`src/rtl/ped_crossing_unit.sv`:
```
// Pedestrian crossing controller: button synchronizer/debouncer, request/grant FSM,
// walk/flash timing with blink and buzzer cadence, all outputs registered.

module ped_crossing_unit_chk (
    input logic clk,
    input logic reset,
    input logic walk,
    input logic dont_walk,
    input logic busy,
    input logic ped_req
);

    a_lamp_excl: assert property (@(posedge clk) disable iff (reset) !(walk && dont_walk));

    a_busy_no_req: assert property (@(posedge clk) disable iff (reset) !(busy && ped_req));

    a_walk_busy: assert property (@(posedge clk) disable iff (reset) walk |-> busy);

endmodule

module ped_crossing_unit #(
    parameter int unsigned DEBOUNCE_CYC = 500000,
    parameter int unsigned WALK_CYC     = 250000000,
    parameter int unsigned FLASH_CYC    = 150000000,
    parameter int unsigned BLINK_HALF   = 12500000
) (
    input  logic clk,
    input  logic reset,
    input  logic ped_btn,
    input  logic green_in,
    output logic ped_req,
    output logic walk,
    output logic dont_walk,
    output logic buzzer,
    output logic busy
);

    localparam int unsigned DB_W    = $clog2(DEBOUNCE_CYC + 1);
    localparam int unsigned DUR_MAX = (WALK_CYC > FLASH_CYC) ? WALK_CYC : FLASH_CYC;
    localparam int unsigned DUR_W   = $clog2(DUR_MAX + 1);
    localparam int unsigned BLK_W   = $clog2(BLINK_HALF + 1);

    localparam logic [DB_W-1:0]  DB_LAST    = DB_W'(DEBOUNCE_CYC - 1);
    localparam logic [DUR_W-1:0] WALK_LAST  = DUR_W'(WALK_CYC - 1);
    localparam logic [DUR_W-1:0] FLASH_LAST = DUR_W'(FLASH_CYC - 1);
    localparam logic [BLK_W-1:0] BLK_LAST   = BLK_W'(BLINK_HALF - 1);

    typedef enum logic [1:0] {
        ST_IDLE  = 2'd0,
        ST_REQ   = 2'd1,
        ST_WALK  = 2'd2,
        ST_FLASH = 2'd3
    } state_t;

    logic             sync1_q, sync1_d;
    logic             sync2_q, sync2_d;
    logic [DB_W-1:0]  db_cnt_q, db_cnt_d;
    logic             db_level_q, db_level_d;
    logic             db_level_prev_q, db_level_prev_d;
    logic             press_q, press_d;
    logic             green_prev_q, green_prev_d;
    logic             green_rise_s;

    state_t           state_q, state_d;
    logic [DUR_W-1:0] dur_q, dur_d;
    logic [BLK_W-1:0] blink_q, blink_d;
    logic             phase_q, phase_d;
    logic             pending_q, pending_d;
    logic             entry_s;

    logic             ped_req_q, ped_req_d;
    logic             walk_q, walk_d;
    logic             dont_walk_q, dont_walk_d;
    logic             buzzer_q, buzzer_d;
    logic             busy_q, busy_d;

    // Button front end: synchronizer, debounce level, one-cycle press pulse, grant edge detect.
    always_comb begin
        sync1_d         = ped_btn;
        sync2_d         = sync1_q;
        db_cnt_d        = db_cnt_q;
        db_level_d      = db_level_q;
        if (!sync2_q) begin
            db_cnt_d   = {DB_W{1'b0}};
            db_level_d = 1'b0;
        end else if (db_level_q) begin
            db_cnt_d   = {DB_W{1'b0}};
            db_level_d = 1'b1;
        end else if (db_cnt_q == DB_LAST) begin
            db_cnt_d   = {DB_W{1'b0}};
            db_level_d = 1'b1;
        end else begin
            db_cnt_d   = db_cnt_q + DB_W'(1);
            db_level_d = 1'b0;
        end
        db_level_prev_d = db_level_q;
        press_d         = db_level_q & ~db_level_prev_q;
        green_prev_d    = green_in;
        green_rise_s    = green_in & ~green_prev_q;
    end

    // Next-state, timers, pending flag and next output values.
    always_comb begin
        state_d   = state_q;
        pending_d = pending_q;
        dur_d     = dur_q;
        blink_d   = blink_q;
        phase_d   = phase_q;

        case (state_q)
            ST_IDLE: begin
                if (press_q || pending_q) begin
                    state_d   = ST_REQ;
                    pending_d = 1'b0;
                end else begin
                    state_d   = ST_IDLE;
                end
            end
            ST_REQ: begin
                if (green_rise_s) begin
                    state_d = ST_WALK;
                end else begin
                    state_d = ST_REQ;
                end
            end
            ST_WALK: begin
                if (press_q) begin
                    pending_d = 1'b1;
                end else begin
                    pending_d = pending_q;
                end
                if (!green_in || (dur_q == WALK_LAST)) begin
                    state_d = ST_FLASH;
                end else begin
                    state_d = ST_WALK;
                end
            end
            ST_FLASH: begin
                if (press_q) begin
                    pending_d = 1'b1;
                end else begin
                    pending_d = pending_q;
                end
                if (!green_in || (dur_q == FLASH_LAST)) begin
                    state_d = ST_IDLE;
                end else begin
                    state_d = ST_FLASH;
                end
            end
            default: begin
                state_d   = ST_IDLE;
                pending_d = 1'b0;
            end
        endcase

        // Timers restart on every state entry; the cadence phase always begins high.
        entry_s = (state_d != state_q);
        if (entry_s || (state_q == ST_IDLE) || (state_q == ST_REQ)) begin
            dur_d   = {DUR_W{1'b0}};
            blink_d = {BLK_W{1'b0}};
            phase_d = 1'b1;
        end else if (blink_q == BLK_LAST) begin
            dur_d   = dur_q + DUR_W'(1);
            blink_d = {BLK_W{1'b0}};
            phase_d = ~phase_q;
        end else begin
            dur_d   = dur_q + DUR_W'(1);
            blink_d = blink_q + BLK_W'(1);
            phase_d = phase_q;
        end

        case (state_d)
            ST_IDLE: begin
                ped_req_d = 1'b0; walk_d = 1'b0; dont_walk_d = 1'b1; buzzer_d = 1'b0; busy_d = 1'b0;
            end
            ST_REQ: begin
                ped_req_d = 1'b1; walk_d = 1'b0; dont_walk_d = 1'b1; buzzer_d = 1'b0; busy_d = 1'b0;
            end
            ST_WALK: begin
                ped_req_d = 1'b0; walk_d = 1'b1; dont_walk_d = 1'b0; buzzer_d = phase_d; busy_d = 1'b1;
            end
            ST_FLASH: begin
                ped_req_d = 1'b0; walk_d = 1'b0; dont_walk_d = phase_d; buzzer_d = 1'b0; busy_d = 1'b1;
            end
            default: begin
                ped_req_d = 1'b0; walk_d = 1'b0; dont_walk_d = 1'b1; buzzer_d = 1'b0; busy_d = 1'b0;
            end
        endcase
    end

    // All state and outputs; reset returns to a safe don't-walk idle with nothing pending.
    always_ff @(posedge clk or posedge reset) begin
        if (reset) begin
            sync1_q         <= 1'b0;
            sync2_q         <= 1'b0;
            db_cnt_q        <= {DB_W{1'b0}};
            db_level_q      <= 1'b0;
            db_level_prev_q <= 1'b0;
            press_q         <= 1'b0;
            green_prev_q    <= 1'b0;
            state_q         <= ST_IDLE;
            dur_q           <= {DUR_W{1'b0}};
            blink_q         <= {BLK_W{1'b0}};
            phase_q         <= 1'b1;
            pending_q       <= 1'b0;
            ped_req_q       <= 1'b0;
            walk_q          <= 1'b0;
            dont_walk_q     <= 1'b1;
            buzzer_q        <= 1'b0;
            busy_q          <= 1'b0;
        end else begin
            sync1_q         <= sync1_d;
            sync2_q         <= sync2_d;
            db_cnt_q        <= db_cnt_d;
            db_level_q      <= db_level_d;
            db_level_prev_q <= db_level_prev_d;
            press_q         <= press_d;
            green_prev_q    <= green_prev_d;
            state_q         <= state_d;
            dur_q           <= dur_d;
            blink_q         <= blink_d;
            phase_q         <= phase_d;
            pending_q       <= pending_d;
            ped_req_q       <= ped_req_d;
            walk_q          <= walk_d;
            dont_walk_q     <= dont_walk_d;
            buzzer_q        <= buzzer_d;
            busy_q          <= busy_d;
        end
    end

    assign ped_req   = ped_req_q;
    assign walk      = walk_q;
    assign dont_walk = dont_walk_q;
    assign buzzer    = buzzer_q;
    assign busy      = busy_q;

    ped_crossing_unit_chk u_chk (
        .clk       (clk),
        .reset     (reset),
        .walk      (walk_q),
        .dont_walk (dont_walk_q),
        .busy      (busy_q),
        .ped_req   (ped_req_q)
    );

endmodule
```
`config.mk`:
```
export PLATFORM = sky130hd
export DESIGN_NAME = ped_crossing_unit
export DESIGN_NICKNAME = d
export VERILOG_FILES = /design/src/rtl/ped_crossing_unit.sv
export SDC_FILE = /design/constraint.sdc
export NUM_CORES = 1
export LEC_CHECK = 0
export BUFFER_PORTS_ARGS = -buffer_cell sky130_fd_sc_hd__buf_2
export CAP_MARGIN = 10
export CORE_MARGIN = 5
export CORE_UTILIZATION = 60
export CTS_BUF_LIST = sky130_fd_sc_hd__clkbuf_4 sky130_fd_sc_hd__clkbuf_8
export CTS_CLUSTER_DIAMETER = 50
export DETAILED_ROUTE_END_ITERATION = 10
export PLACE_DENSITY = 0.83
export SYNTH_ARGS = -nofsm -noshare
export SYNTH_HDL_FRONTEND = slang
export SYNTH_SLANG_ARGS = --single-unit
```
`constraint.sdc`:
```
create_clock -name clk -period 2.7 [get_ports clk]
set_input_delay 0 -clock clk [delete_from_list [all_inputs] [get_ports clk]]
set_output_delay 0 -clock clk [all_outputs]
set_load 0.005 [all_outputs]
```
==> run summary <==
======================================================================================================
CP Data Required Time                                                                          2.92 ns
Drt drc                                                                                              0
Total Neg Setup Slack                                                                             0 ns
Sort of element at the end of the critical path                                              flip-flop
Unrepaired setup endpoints after global routing                                                  false
Total number of placement rows                                                                      30
Slew @ Worst Pin                                                                             0.7531 ns
Share of the yosys chip area belonging to registers                                             51.99%
CP Launch Type                                                                               flip-flop
Crit path time final                                                                          2.338 ns
Max-slew violation count                                                                             0
Vias per std cell                                                                                5.700
Post-synth cell types                                                                               45
Routed wirelength normalized by instance count                                                14.47 um
Layout cells sized above 1                                                                      10.07%
Commonest non-fill, non-tap cells in the layout                                           sky130_fd_sc_hd__nor2_1 (87), sky130_fd_sc_hd__dfrtp_1 (84), sky130_fd_sc_hd__xnor2_1 (43)
Via count of the first global-routing pass                                                        2972
CTS sink cnt                                                                                        86
Post-synthesis instance area                                                              0.004144 mm^2
Post-CTS repair timing setup buffer count                                                            0
Leading cell type in the layout, fill and taps excluded                                   sky130_fd_sc_hd__nor2_1
Max transition margin                                                                           49.33%
Peak clock frequency supported by timing                                                     427.8 MHz
Number of max-cap violations                                                                         0
DIE WIDTH                                                                                     93.11 um
Synthesis warning total                                                                              0
Share of the core filled with cells                                                             65.70%
Class of the worst hold path                                                              input pin to async pin
Final Net Count                                                                                    439
Crit-path max FO                                                                                    23
Post-CTS Resized                                                                                     0
Flip-flop and latch count after synthesis                                                           86
Buffer depth of the longest clock path                                                               2
Power density normalized to cell area                                                     571.0 mW/mm^2
Clock root cell                                                                           sky130_fd_sc_hd__clkbuf_8
Final hold violations                                                                                0
Layout area overhead                                                                            7.126%
Die area                                                                                  0.008669 mm^2
Number of port buffers                                                                               8
CTS tree                                                                                           yes
Detail Placement HPWL                                                                         5.123 mm
First-pass detailed-route iteration total                                                            4
Result of the run                                                                            completed
Number of H-tree branching levels                                                                    3
Count of antenna diodes in the layout                                                                0
CP Class                                                                                  flip-flop to flip-flop
Combined global-route utilization of all metal layers                                           19.15%
Routability congestion estimate from global placement                                           0.9320
Drt first-iter violations                                                                          143
Worst IR drop on VDD                                                                         0.3893 mV
First-pass GRT wire length                                                                    13.46 mm
TritonCTS buffer count                                                                               9
Avg Synthesized Cell Area                                                                   9.890 um^2
Setup violators final                                                                                0
Initial antenna violation count                                                                      0
Vertical die dimension                                                                        93.11 um
Fill cells                                                                                         516
Placeable core region                                                                     0.006756 mm^2
Leak                                                                                          1.768 nW
Post-Route WL                                                                                 7.483 mm
Vias                                                                                              2947
I/O pin count                                                                                        9
Clock transition at the register clock pins on the worst setup and hold paths after CTS        0.08 ns
Later-pin clock latency in the skew report                                                     0.35 ns
Final global-route overflow total                                                                    0
Skew final                                                                                  0.01078 ns
Remaining antenna violation count                                                                    0
Maximum number of pins on one net before global-route repair                                        39
Arr. time, crit path                                                                           2.56 ns
Starting Density                                                                                61.33%
Crit share post-route                                                                           86.58%
Number of instances in the synthesized netlist                                                     419
Nets in the synthesized netlist                                                                    426
======================================================================================================
-- layout make-up --
cell class,instances,area (um^2),area share [%]
sequential,86,2155,48.53
clock inverter,7,48.80,1.099
tap,80,100.1,2.255
multi-input combinational,310,1881,42.36
inverter,12,46.29,1.043
timing repair buffer,13,85.08,1.917
clock buffer,9,123.9,2.790
-- flip-flops by register name, summed over array words and instances (netlist names), 2 cells and up --
| register | flops |
|---|---|
| dur_q | 28 |
| blink_q | 24 |
| db_cnt_q | 19 |
| state_q | 2 |
-- synth_stat cells (all sizes together) --
cell type / instances / area, um^2
o21ai: 1 / 5.000
nand4: 15 / 93.84
nor2b: 2 / 12.51
o21bai: 1 / 18.77
and4: 5 / 43.79
nor3: 16 / 80.08
nor3b: 1 / 7.510
a211o: 1 / 10.01
and3: 11 / 70.07
or3: 5 / 31.28
inv: 12 / 45.04
or4b: 2 / 23.77
a211oi: 3 / 27.52
nor4b: 4 / 35.03
nor4bb: 1 / 10.01
dfrtp: 84 / 2102
o21a: 1 / 8.760
clkbuf: 7 / 26.28
xor2: 22 / 192.7
mux2i: 1 / 10.01
ha: 3 / 37.54
dfstp: 2 / 52.55
nor4: 15 / 100.1
buf: 4 / 37.53
xnor2: 43 / 376.6
or4: 5 / 41.29
nand2: 34 / 135.1
nor2: 87 / 326.6
nand3: 21 / 110.1
and2b: 1 / 8.760
a21oi: 3 / 15.01
and2: 3 / 22.53
or2: 1 / 6.260
or4bb: 1 / 11.26
a2bb2oi: 1 / 8.760
-- stage by stage --
| stage | std cells | hold WS (ns) | total power, mW | setup WS, ns | instance area, um^2 |
|---|---|---|---|---|---|
| 2_1_floorplan | 419 | 0.03143 | 1.681 | 0.4815 | 4144 |
| 3_3_place_gp | 498 | 0.09625 | 1.755 | 0.4249 | 4237 |
| 3_5_place_dp | 498 | 0.1063 | 1.766 | 0.3537 | 4237 |
| 4_1_cts | 517 | 0.2735 | 2.564 | 0.3425 | 4439 |
| 5_1_grt | 517 | 0.2931 | 2.653 | 0.2836 | 4439 |
| 6_report | 517 | 0.2495 | 2.535 | 0.3624 | 4439 |
-- where the power goes --
group / switching [mW] / internal, mW / leakage, nW / total [mW]
combinational: 0.206 / 0.118 / 0.505 / 0.324
clock: 0.459 / 0.337 / 0.0898 / 0.796
sequential: 0.0511 / 1.36 / 1.17 / 1.42
total: 0.716 / 1.82 / 1.77 / 2.54
-- worst paths after layout --
path	start	end	cells after the start	slack, ns
worst max-delay path	dur_q[19]$_DFF_PP0_	blink_q[12]$_DFF_PP0_	5	0.36
worst min-delay path	reset	db_cnt_q[14]$_DFF_PP0_	3	0.25
worst max register to register	dur_q[19]$_DFF_PP0_	blink_q[12]$_DFF_PP0_	5	0.36
worst min register to register	sync1_q$_DFF_PP0_	sync2_q$_DFF_PP0_	0	0.35
max in group asynchronous	reset	dont_walk$_DFF_PP1_	4	1.67
min in group clk	ped_btn	sync1_q$_DFF_PP0_	2	0.29
-- layer usage --
layer,wire (um),vias to the layer above,global-route usage [%]
li1,-,1451,-
met1,3337,1426,24.26
met3,276,15,4.023
met2,3726,55,31.85
met4,142,0,8.181
met5,0,-,0
-- kinds of logic (layout without fill, tap and decap cells) --
kind of cell             count (synthesis)  count (layout)  share of synthesized area (%)
AO/OA/AOI/OAI                           11              11                          2.264
XOR/XNOR                                65              65                          13.74
adder cells (fa/ha/maj)                  3               3                         0.9059
buffers and inverters                   23              41                          2.627
flip-flops                              86              86                          51.99
multiplexers                             1               1                         0.2416
AND/OR/NAND/NOR                        230             230                          28.23
-- critical path: stages (launching register included) --
cell,delay (ns)
sky130_fd_sc_hd__dfrtp_1,0.43
sky130_fd_sc_hd__or4b_4,0.53
sky130_fd_sc_hd__or4_4,0.56
sky130_fd_sc_hd__o21bai_4,0.22
sky130_fd_sc_hd__nand3_2,0.37
sky130_fd_sc_hd__nor2_1,0.10
-- what timing repair did --
item	4_1_cts	5_1_grt
endpoints found under the setup margin	0	0
endpoints found under the hold margin	38	0
hold buffers	3	0
(Power assumes the default switching activity.)
